## src/rtl/apb_mem_pkg.sv

```systemverilog
// rtl/apb_mem_pkg.sv - shared state encoding, size codes and strobe helpers for apb_mem_bridge
package apb_mem_pkg;

    typedef enum logic [2:0] {
        ST_IDLE,
        ST_DECODE,
        ST_WR_ISSUE,
        ST_RD_ISSUE,
        ST_RD_WAIT,
        ST_RESP,
        ST_ERR
    } state_t;

    localparam logic [1:0] LEN_BYTE = 2'b00;
    localparam logic [1:0] LEN_HALF = 2'b01;
    localparam logic [1:0] LEN_WORD = 2'b11;

    // Size code for a legal strobe pattern; illegal patterns never reach the memory port
    function automatic logic [1:0] strb_to_len(input logic [3:0] strb);
        case (strb)
            4'b0011, 4'b1100: strb_to_len = LEN_HALF;
            4'b1111:          strb_to_len = LEN_WORD;
            default:          strb_to_len = LEN_BYTE;
        endcase
    endfunction

    // Index of the lowest enabled byte lane (0 when no lane is set)
    function automatic logic [1:0] strb_low_lane(input logic [3:0] strb);
        if (strb[0])      strb_low_lane = 2'd0;
        else if (strb[1]) strb_low_lane = 2'd1;
        else if (strb[2]) strb_low_lane = 2'd2;
        else if (strb[3]) strb_low_lane = 2'd3;
        else              strb_low_lane = 2'd0;
    endfunction

    // Only naturally aligned byte, halfword and word strobes map onto the memory port
    function automatic logic strb_legal(input logic [3:0] strb);
        case (strb)
            4'b0001, 4'b0010, 4'b0100, 4'b1000,
            4'b0011, 4'b1100, 4'b1111: strb_legal = 1'b1;
            default:                   strb_legal = 1'b0;
        endcase
    endfunction

endpackage

```

## src/rtl/apb_mem_decode.sv

```systemverilog
// rtl/apb_mem_decode.sv - combinational window/alignment/strobe decode of a captured APB request
module apb_mem_decode
    import apb_mem_pkg::*;
#(
    parameter int                        ADDRESS_LENGTH = 32,
    parameter logic [ADDRESS_LENGTH-1:0] MEM_BASE       = '0,
    parameter int                        MEM_SIZE_BYTES = 4096
) (
    input  logic [ADDRESS_LENGTH-1:0] paddr,
    input  logic                      pwrite,
    input  logic [3:0]                pstrb,
    output logic                      err,
    output logic [ADDRESS_LENGTH-1:0] rel_addr,
    output logic [1:0]                lane,
    output logic [1:0]                len
);

    localparam logic [ADDRESS_LENGTH-1:0] WIN_SIZE = ADDRESS_LENGTH'(MEM_SIZE_BYTES);

    logic [ADDRESS_LENGTH-1:0] offset;
    logic                      in_window;

    // Addresses below the base wrap to a huge offset, so one compare covers both window edges
    always_comb begin
        offset    = paddr - MEM_BASE;
        in_window = (offset < WIN_SIZE);
        lane      = pwrite ? strb_low_lane(pstrb) : 2'd0;
        len       = pwrite ? strb_to_len(pstrb) : LEN_WORD;
        rel_addr  = offset + {{(ADDRESS_LENGTH-2){1'b0}}, lane};
        err       = !in_window
                  || (!pwrite && (paddr[1:0] != 2'b00))
                  || (pwrite && !strb_legal(pstrb));
    end

endmodule

```

## src/rtl/apb_mem_bridge.sv

```systemverilog
// rtl/apb_mem_bridge.sv - APB4 completer onto the memory wrapper port; APB_ERR_CNT_EN adds err_count
module apb_mem_bridge
    import apb_mem_pkg::*;
#(
    parameter int                        DATA_LENGTH    = 32,
    parameter int                        ADDRESS_LENGTH = 32,
    parameter logic [ADDRESS_LENGTH-1:0] MEM_BASE       = '0,
    parameter int                        MEM_SIZE_BYTES = 4096,
    parameter int                        MEM_RD_LATENCY = 1
) (
    input  logic                       from_top_clk,
    input  logic                       preset,
    input  logic                       psel,
    input  logic                       penable,
    input  logic                       pwrite,
    input  logic [ADDRESS_LENGTH-1:0]  from_top_apb_paddr,
    input  logic [DATA_LENGTH-1:0]     from_top_apb_pwdata,
    input  logic [DATA_LENGTH/8-1:0]   pstrb,
    output logic                       pready,
    output logic [DATA_LENGTH-1:0]     prdata,
    output logic                       pslverr,
    output logic                       to_mem_en,
    output logic                       to_mem_wr_en,
    output logic                       to_mem_rd_en,
    output logic [ADDRESS_LENGTH-1:0]  to_mem_address,
    output logic [DATA_LENGTH-1:0]     to_mem_data_in,
    output logic [1:0]                 to_mem_data_length,
`ifdef APB_ERR_CNT_EN
    output logic [15:0]                err_count,
`endif
    input  logic [DATA_LENGTH-1:0]     from_mem_data_out
);

    localparam logic [3:0] RD_CNT_INIT = 4'(MEM_RD_LATENCY - 1);

    state_t                     state;
    logic [ADDRESS_LENGTH-1:0]  paddr_q;
    logic                       pwrite_q;
    logic [DATA_LENGTH-1:0]     pwdata_q;
    logic [DATA_LENGTH/8-1:0]   pstrb_q;
    logic [3:0]                 rd_cnt;

    logic                       dec_err;
    logic [ADDRESS_LENGTH-1:0]  dec_addr;
    logic [1:0]                 dec_lane;
    logic [1:0]                 dec_len;

    apb_mem_decode #(
        .ADDRESS_LENGTH (ADDRESS_LENGTH),
        .MEM_BASE       (MEM_BASE),
        .MEM_SIZE_BYTES (MEM_SIZE_BYTES)
    ) u_decode (
        .paddr    (paddr_q),
        .pwrite   (pwrite_q),
        .pstrb    (pstrb_q),
        .err      (dec_err),
        .rel_addr (dec_addr),
        .lane     (dec_lane),
        .len      (dec_len)
    );

    // Transfer sequencer; every output is registered and driven from here
    always_ff @(posedge from_top_clk or posedge preset) begin
        if (preset) begin
            state              <= ST_IDLE;
            paddr_q            <= '0;
            pwrite_q           <= 1'b0;
            pwdata_q           <= '0;
            pstrb_q            <= '0;
            rd_cnt             <= '0;
            pready             <= 1'b0;
            prdata             <= '0;
            pslverr            <= 1'b0;
            to_mem_en          <= 1'b0;
            to_mem_wr_en       <= 1'b0;
            to_mem_rd_en       <= 1'b0;
            to_mem_address     <= '0;
            to_mem_data_in     <= '0;
            to_mem_data_length <= 2'b00;
        end else begin
            case (state)
                ST_IDLE: begin
                    if (psel && !penable) begin
                        paddr_q  <= from_top_apb_paddr;
                        pwrite_q <= pwrite;
                        pwdata_q <= from_top_apb_pwdata;
                        pstrb_q  <= pstrb;
                        state    <= ST_DECODE;
                    end
                end
                ST_DECODE: begin
                    if (!psel) begin
                        state <= ST_IDLE;
                    end else if (dec_err) begin
                        pready  <= 1'b1;
                        pslverr <= 1'b1;
                        state   <= ST_ERR;
                    end else begin
                        to_mem_address     <= dec_addr;
                        to_mem_data_length <= dec_len;
                        to_mem_en          <= 1'b1;
                        if (pwrite_q) begin
                            to_mem_data_in <= pwdata_q >> {dec_lane, 3'b000};
                            to_mem_wr_en   <= 1'b1;
                            state          <= ST_WR_ISSUE;
                        end else begin
                            to_mem_rd_en <= 1'b1;
                            state        <= ST_RD_ISSUE;
                        end
                    end
                end
                ST_WR_ISSUE: begin
                    to_mem_en    <= 1'b0;
                    to_mem_wr_en <= 1'b0;
                    if (!psel) begin
                        state <= ST_IDLE;
                    end else begin
                        pready <= 1'b1;
                        state  <= ST_RESP;
                    end
                end
                ST_RD_ISSUE: begin
                    to_mem_en    <= 1'b0;
                    to_mem_rd_en <= 1'b0;
                    if (!psel) begin
                        state <= ST_IDLE;
                    end else begin
                        rd_cnt <= RD_CNT_INIT;
                        state  <= ST_RD_WAIT;
                    end
                end
                ST_RD_WAIT: begin
                    if (!psel) begin
                        state <= ST_IDLE;
                    end else if (rd_cnt == 4'd0) begin
                        prdata <= from_mem_data_out;
                        pready <= 1'b1;
                        state  <= ST_RESP;
                    end else begin
                        rd_cnt <= rd_cnt - 4'd1;
                    end
                end
                ST_RESP, ST_ERR: begin
                    pready  <= 1'b0;
                    pslverr <= 1'b0;
                    state   <= ST_IDLE;
                end
                default: state <= ST_IDLE;
            endcase
        end
    end

`ifdef APB_ERR_CNT_EN
    // Saturating tally of error responses, one per ERR cycle
    always_ff @(posedge from_top_clk or posedge preset) begin
        if (preset) begin
            err_count <= '0;
        end else if (state == ST_ERR && err_count != 16'hFFFF) begin
            err_count <= err_count + 16'd1;
        end
    end
`endif

endmodule
```

## config.mk

```make
export PLATFORM = sky130hd
export DESIGN_NAME = apb_mem_bridge
export DESIGN_NICKNAME = d
export VERILOG_FILES = /design/src/rtl/apb_mem_pkg.sv /design/src/rtl/apb_mem_decode.sv /design/src/rtl/apb_mem_bridge.sv
export SDC_FILE = /design/constraint.sdc
export NUM_CORES = 1
export LEC_CHECK = 0
export CAP_MARGIN = 20
export CORE_MARGIN = 2
export CORE_UTILIZATION = 36
export DETAILED_ROUTE_END_ITERATION = 8
export PLACE_DENSITY = 0.62
export SETUP_SLACK_MARGIN = 0.1
export SYNTH_ARGS = -nofsm -noshare
export SYNTH_HDL_FRONTEND = slang
export SYNTH_SLANG_ARGS = --single-unit
```

## constraint.sdc

```tcl
create_clock -name from_top_clk -period 9.8 [get_ports from_top_clk]
set_input_delay 1.96 -clock from_top_clk [delete_from_list [all_inputs] [get_ports from_top_clk]]
set_output_delay 1.96 -clock from_top_clk [all_outputs]
set_load 0.1 [all_outputs]
```

# ---- After elaboration in Yosys (flattened, before gate mapping)
# Index checks and enable logic that the tools add are counted.
dict set report op_classes {
  add_sub_neg 2
  n_lt_le_gt_ge 1
  n_eq_ne 25
  shifts 1
  mux 39
  bitwise 1
  reduce_logical 33
}
# operator count
set ops {}
lappend ops {{adder 32 x 2 -> 32 bit} 1}
lappend ops {{less-than comparator 32 x 13 -> 1 bit (second input constant)} 1}
lappend ops {{>> shifter 32 x 5 -> 32 bit} 1}
lappend ops {{!= test 2 bit (second input constant)} 11}
lappend ops {{2-to-1 mux 3 bit} 7}
lappend ops {{AND reduction 4 bit} 4}
lappend ops {{2-to-1 mux 1 bit} 15}
lappend ops {{one-hot mux 3 bit (5 select lines)} 1}
lappend ops {{equality test 4 bit (second input constant)} 3}
lappend ops {{2-to-1 mux 2 bit} 6}
lappend ops {{2-to-1 mux 4 bit} 3}
lappend ops {{AND reduction 3 bit} 4}
lappend ops {{nonzero test 2 bit} 6}
lappend ops {{equality test 3 bit (second input constant)} 3}
lappend ops {{equality test 4 x 2 -> 1 bit (second input constant)} 2}
lappend ops {{one-hot mux 1 bit (2 select lines)} 4}
lappend ops {{one-hot mux 4 bit (2 select lines)} 1}
lappend ops {{OR reduction 7 bit} 1}
lappend ops {{equality test 3 x 2 -> 1 bit (second input constant)} 2}
lappend ops {{AND reduction 6 bit} 1}
lappend ops {{OR reduction 2 bit} 3}
lappend ops {{equality test 4 x 1 -> 1 bit (second input constant)} 1}
lappend ops {{equality test 4 x 3 -> 1 bit (second input constant)} 1}
lappend ops {{zero test 1 bit} 4}
lappend ops {{other kinds (12)} 16}
dict set report totals {
  register_bits 179
  inputBits 105
  output_inout_bits 103
  elab_cells 117
}

# ---- Depth between registers and ports, before layout
# Gate-level depths: netlist of run 1.
dict set report depth {
  word_depth 9
  depth_mapped 11
  depth_no_buf 9
}

# ---- Modules after synthesis
# A second synthesis of run 1 with hierarchy kept.
dict set report hier_totals {
  cells_unflattened 652
  area_unflattened_um2 8315.5
}
# module instances cells_per_inst area_each_um2 seq_area_each_um2
set modules_own_cells {}
lappend modules_own_cells {apb_mem_bridge 1 531 7480.9 4479.3}
lappend modules_own_cells {apb_mem_decode 1 121 834.6 0.0}

# ---- Worst setup path after synthesis of run 1
# OpenSTA, ideal clock, no wires.
dict set report synth_path {
  kind {input-to-reg}
  start {input psel}
  end {register to_mem_data_in[0]}
  setup_time_ns 0.128
  arrival_time_ns 3.387
  required_time_ns 9.672
  setup_slack_ns 6.285
  cell_stages 5
  n_path_buf 1
  path_cell_list {and4bb_2 -> nand3_1 -> a2111oi_4 -> buf_6 -> mux2_1}
}
dict set report synth_via {
  elab_chain_len 1
}
# item line
set synth_rtl {}
lappend synth_rtl {{start: declaration} apb_mem_bridge.sv:13} ;# input logic psel,
lappend synth_rtl {{AND reduction 4 bit (no line)} -}
lappend synth_rtl {{end signal: assignment} apb_mem_bridge.sv:103} ;# to_mem_data_in <= pwdata_q >> {dec_lane, 3'b000};
lappend synth_rtl {{end: declaration} apb_mem_bridge.sv:26} ;# output logic [DATA_LENGTH-1:0] to_mem_data_in,
# No other way between the ends.
# A chain may end at the register's enable or synchronous reset.

# ---- Final worst setup path of run 1
dict set report layout_path {
  start {input psel}
  end {register to_mem_data_in[21]}
}
# Same word-level chain as after synthesis.

==> summary.txt, run 1 <==
Power Density: 291 nW/um^2
initial drt markers: 298
antenna viol nets, final: 0
average detailed-routed wire length per instance: 18.3 um
number of violations of the max-capacitance limit: 0
endpoint class of the critical path: register
fraction of synthesis flops using an asynchronous set or reset pin: 1.00
CTS tree: done
Yosys cell types: 60
Die Height: 154 um
number of buffer and inverter stages on the critical path: 2
total global routing track utilization: 0.176
slowest cell on the critical path: sky130_fd_sc_hd__clkdlybuf4s50_1
mean instance size in the synthesized netlist: 13.2 um^2
cell leakage power: 4.69 nW
post-layout min period: 4.14 ns
status: finished, final reports clean
number of synthesized flops with an enable pin: 0
CTS Buf Count: 17
proportion of layout cells with a drive suffix above 1: 0.224
post-synthesis instance area: 8120 um^2
data required time of the critical path: 10.11 ns
post-CTS setup buffer count: 0
CP Class: input pin to register
total of warnings raised by yosys: 0
pin count of the biggest net entering global routing: 111
ratio of final minimum period to clock period: 0.422
Max VDD drop: 0.154 mV
Data arrival, critical path: 4.44 ns
fraction of synthesized cell area taken by the top area cell type: 0.552
post-cts resize count: 0
count of final setup violators: 0
setup repair after global routing missed its margin: no
wire length of the first global-routing pass: 32.9 mm
Post-synth top cells: sky130_fd_sc_hd__dfrtp_1, sky130_fd_sc_hd__mux2_2, sky130_fd_sc_hd__nand2_1, sky130_fd_sc_hd__inv_1, sky130_fd_sc_hd__mux2_4
wirelength, routed: 20.3 mm
net count reported at finish: 926
Critical Path Fanout Max: 33
leading register cell type out of synthesis: sky130_fd_sc_hd__dfrtp_1
antenna violations before repair: 0
H-tree levels: 4
Final Hold Viols: 0
number of placement rows: 54
Antenna Diode Count: 0
clock sink count: 179
Yosys top cell by area: sky130_fd_sc_hd__dfrtp_1
maximum achievable frequency: 242 MHz
post-detailed-placement half-perimeter wirelength: 14.3 mm
area delta synth->final: 36.3%
power after layout: 3.22 mW
total nets after synthesis: 726
count of TritonRoute iterations in the first routing pass: 4
port buffer count: 207
top cells by area in the synthesized netlist: sky130_fd_sc_hd__dfrtp_1, sky130_fd_sc_hd__mux2_2, sky130_fd_sc_hd__mux2_4
number of storage elements in the synthesis netlist: 179
final RePlAce weighted congestion: 0.803
synthesized instance count: 616
Congestion Overflow GR: 0
total via count in the routed design: 5582
clock-pin transition on the worst setup and hold timing paths: 0.07 ns
core area: 22000 um^2
cell chain of the critical path: clkdlybuf4s50_1 -> and4bb_2 -> nand3_1 -> a2111oi_4 -> buf_4 -> mux2_2
overall die area: 23800 um^2
Critical Path Max Stage Delay: 0.68 ns
number of global-route vias before repair: 6014
effective utilization at floorplan: 0.370
latest clock arrival within the worst-skew pair: 0.43 ns
number of ports placed on the die boundary: 208
Top delay family on crit path: buffers and inverters
post-DR vias/cell: 5.03
fin. max-slew vios: 0
Slew HR: 0.303
min-delay worst type: register to register
sequential element share of the synthesized area: 0.552
maximum number of buffers from clock root to sink: 2
Root Driver: sky130_fd_sc_hd__clkbuf_16
x dimension of the die: 154 um
hold buffer count at CTS: 0
most repeated cell in the gate-level netlist after synthesis: sky130_fd_sc_hd__dfrtp_1
final routed DRC violation total: 0
startpoint kind of the worst setup timing path: input pin
setup tns final: 0 ns
slew at the pin closest to its max-slew limit: 1.04 ns
clock skew after layout: 0.0142 ns
[metrics by stage]
stage               std cells  utilization  instance area (um^2)  hold WS, ns  setup slack [ns]
CTS                      1107        0.503                 11000        0.486              5.68
finish                   1109        0.504                 11100        0.483              5.66
floorplan                 616            -                  8120        0.473              2.98
detailed placement       1075        0.476                 10400        0.469              5.23
global route             1109        0.504                 11100        0.499              5.53
global placement         1075        0.476                 10400        0.469              5.28
[layout by cell type (no fill, tap or decap), types with 16 or more instances in the layout]
master                            netlist  routed
sky130_fd_sc_hd__inv_1                 21      20
sky130_fd_sc_hd__nand2_1               40      40
sky130_fd_sc_hd__clkbuf_16              0      17
sky130_fd_sc_hd__nand3_1               16      16
sky130_fd_sc_hd__mux2_4                20      20
sky130_fd_sc_hd__clkdlybuf4s50_1        0     207
sky130_fd_sc_hd__dfrtp_1              179     179
sky130_fd_sc_hd__mux2_2                99      99
sky130_fd_sc_hd__and2_1                19      19
sky130_fd_sc_hd__nor2_1                19      19
[worst reg2reg max path, delay by kind of cell, from the launching register on]
kind | cells | cell delay (ns)
and+or+nand+nor | 3 | 1.27
DFF | 1 | 0.62
xor gates and xnor gates | 1 | 0.10
muxes | 1 | 0.30
adders and majority gates | 2 | 0.73
buffers and inverters | 1 | 0.06
AOI/OAI and AO/OA | 1 | 0.62
[cells by family (layout without fill, tap and decap cells)]
logic type	after synthesis	count (layout)	synth area share
DFF	179	179	0.552
and+or+nand+nor	140	140	0.0964
xor gates and xnor gates	15	15	0.0162
muxes	153	153	0.231
buffers and inverters	60	273	0.0328
adders and majority gates	6	6	0.00986
AOI/OAI and AO/OA	63	63	0.0626
[sequential cells by signal (all words and copies together), names as in the netlist, 2 cells and up]
signal / flops
to_mem_address: 32
state: 3
to_mem_data_length: 2
prdata: 32
paddr_q: 32
pwdata_q: 32
pstrb_q: 4
rd_cnt: 4
to_mem_data_in: 32
[power by group]
group	internal [mW]	switching, mW
combinational	0.514	0.841
sequential	0.955	0.231
clock	0.363	0.320
total	1.83	1.39
[layer usage]
metal,vias to the layer above,track usage,share of wire
li1,2601,-,-
met5,-,0,0
met3,30,0.0406,0.053
met2,161,0.284,0.49
met1,2790,0.230,0.43
met4,0,0.0676,0.024
[layout make-up]
class / instances / area (um^2)
inverters: 22 / 87.6
multi-input cells: 377 / 3380
clock buffers: 17 / 425
repair buffers: 219 / 2180
fillers: 1900 / 10900
clock inverters: 15 / 165
well taps: 280 / 350
flip-flops and latches: 179 / 4480
[final timing paths]
path	end	slack, ns	cells after the start	from
min in group asynchronous	prdata[22]	1.91	2	preset
hold reg to reg	pslverr	0.48	2	pslverr
max in group asynchronous	pwdata_q[31]	6.64	3	preset
setup / recovery	to_mem_data_in[21]	5.66	6	psel
hold / removal	pslverr	0.48	2	pslverr
setup reg to reg	to_mem_address[12]	6.01	9	pwrite_q
No activity file was read; power rests on OpenSTA's default activity.
==> run 2, diff against run 1 <==
clock period = 4.3 ns   (was 9.8 ns; I/O delays follow)
==> run 2 against run 1 <==
Via count is essentially flat. Critical path depth grew 3. Total power grew 130%. First-iteration DRC count grew 15%. Global-route usage shrank 0.35 points. Critical path type is now register to register. Critical endpoint is now to_mem_address[12].
==> summary.txt, run 2 (synthesis gave the netlist of run 1 again) <==
number of placement rows: 54
Worst Hold Path EP: to_mem_address[2]
total global routing track utilization: 0.172
endpoint class of the critical path: register
most common cell after layout, fill and taps aside: sky130_fd_sc_hd__clkdlybuf4s50_1
Root Driver: sky130_fd_sc_hd__clkbuf_16
Max VDD drop: 0.329 mV
initial drt markers: 344
antenna viol nets, final: 0
wire length of the first global-routing pass: 32.1 mm
Placed Instance Area: 10500 um^2
Congestion Overflow GR: 0
status: finished, final reports clean
Slew HR: 0.294
antenna violations before repair: 1
startpoint kind of the worst setup timing path: register
Worst R2R Path Depth: 9
count of TritonRoute iterations in the first routing pass: 5
data required time of the critical path: 4.61 ns
maximum achievable frequency: 306 MHz
Hold Crit Start: to_mem_address[2]
Die Height: 154 um
clock sink count: 179
area taken by flip-flops and latches: 4480 um^2
final RePlAce weighted congestion: 0.789
number of violations of the max-capacitance limit: 0
Data arrival, critical path: 3.58 ns
post-CTS setup buffer count: 0
Critical Path Fanout Max: 18
fin. max-slew vios: 0
leading cell types in the layout, fill and taps excluded: sky130_fd_sc_hd__clkdlybuf4s50_1, sky130_fd_sc_hd__dfrtp_1, sky130_fd_sc_hd__mux2_2, sky130_fd_sc_hd__nand2_1
x dimension of the die: 154 um
number of global-route vias before repair: 5827
H-tree levels: 4
post-DR vias/cell: 5.01
wirelength, routed: 20.1 mm
number of ports placed on the die boundary: 208
final instance area: 11100 um^2
maximum number of buffers from clock root to sink: 2
area delta synth->final: 36.8%
post-cts resize count: 0
CTS Buf Count: 17
terminus of the critical flop-to-flop path: to_mem_address[12]
cell leakage power: 4.70 nW
Multi-input gate area: 3380 um^2
fill cell instance count of the final layout: 1893
port buffer count: 207
clock skew after layout: 0.00901 ns
latest clock arrival within the worst-skew pair: 0.43 ns
final routed DRC violation total: 0
overall die area: 23800 um^2
setup repair after global routing missed its margin: no
slew at the pin closest to its max-slew limit: 1.06 ns
Final Hold Viols: 0
average detailed-routed wire length per instance: 18.0 um
hold buffer count at CTS: 0
effective utilization at floorplan: 0.370
post-layout min period: 3.27 ns
total via count in the routed design: 5578
power after layout: 7.40 mW
net count reported at finish: 929
post-detailed-placement half-perimeter wirelength: 14.7 mm
core area: 22000 um^2
min-delay worst type: register to register
proportion of layout cells with a drive suffix above 1: 0.226
count of final setup violators: 0
Power Density: 666 nW/um^2
CP Class: register to register
ratio of final minimum period to clock period: 0.761
clock-pin transition on the worst setup and hold timing paths: 0.07 ns
worst hold stages: 1
worst-case register-to-register setup slack: 1.03 ns
setup tns final: 0 ns
pin count of the biggest net entering global routing: 98
CTS tree: done
reg2reg start: pstrb_q[1]
==> run 2: changes by cell type in the layout (fill, tap and decap cells not counted), sizes merged, moves of 2 or more <==
| cell | before | now |
|---|---|---|
| inv | 30 | 26 |
| clkbuf | 17 | 19 |
| clkinvlp | 1 | 3 |
| clkinv | 5 | 3 |
| bufinv | 1 | 3 |
| buf | 12 | 15 |
==> run 2: metrics by stage <==
| step | std cells | utilization | setup WS [ns] | hold WS, ns |
|---|---|---|---|---|
| final | 1113 | 0.506 | 1.03 | 0.490 |
| after global routing | 1112 | 0.506 | 0.822 | 0.516 |
| after CTS | 1112 | 0.506 | 1.02 | 0.492 |
| after detailed placement | 1080 | 0.478 | 0.799 | 0.473 |
| after global placement | 1080 | 0.478 | 0.870 | 0.469 |
| after floorplan | 616 | - | 1.15 | 0.473 |
==> run 2: worst max path at each step <==
| stage | startpoint | to |
|---|---|---|
| 6_report | pstrb_q[1] | to_mem_address[12] |
| 5_1_grt | pstrb_q[1] | to_mem_address[12] |
| 4_1_cts | pstrb_q[1] | to_mem_address[12] |
| 3_5_place_dp | psel | to_mem_data_in[21] |
| 3_3_place_gp | psel | to_mem_data_in[23] |
| 2_1_floorplan | preset | paddr_q[0] |
==> run 2: worst max-delay path, stage by stage, from the launching register on <==
cell and delay, ns:
sky130_fd_sc_hd__dfrtp_1 0.62, sky130_fd_sc_hd__inv_2 0.26, sky130_fd_sc_hd__a21oi_4 0.49, sky130_fd_sc_hd__ha_1 0.27, sky130_fd_sc_hd__inv_1 0.06, sky130_fd_sc_hd__fa_1 0.42
sky130_fd_sc_hd__nand4b_1 0.28, sky130_fd_sc_hd__nor4_1 0.35, sky130_fd_sc_hd__xor2_1 0.10, sky130_fd_sc_hd__mux2_1 0.30
==> run 2: per-layer routing <==
metal  vias to the layer above  track usage  share of wire
met5                         -            0              0
met4                         0       0.0432          0.011
met3                        17       0.0524          0.065
met2                       164        0.289           0.49
met1                      2790        0.218           0.43
li1                       2607            -              -
==> run 2: layout make-up <==
type                       count  area share
sequential                   179       0.403
clock buffer                  19      0.0399
tap                          280      0.0315
antenna                        1    0.000225
multi-input combinational    377       0.304
clock inverter                13      0.0154
timing repair buffer         222       0.198
inverter                      22     0.00777
==> run 2: report_power, final <==
| part | leakage (nW) | total, mW | internal [mW] | switching [mW] |
|---|---|---|---|---|
| clock network | 0.295 | 1.62 | 0.941 | 0.676 |
| logic | 2.15 | 3.07 | 1.18 | 1.89 |
| registers | 2.25 | 2.71 | 2.18 | 0.534 |
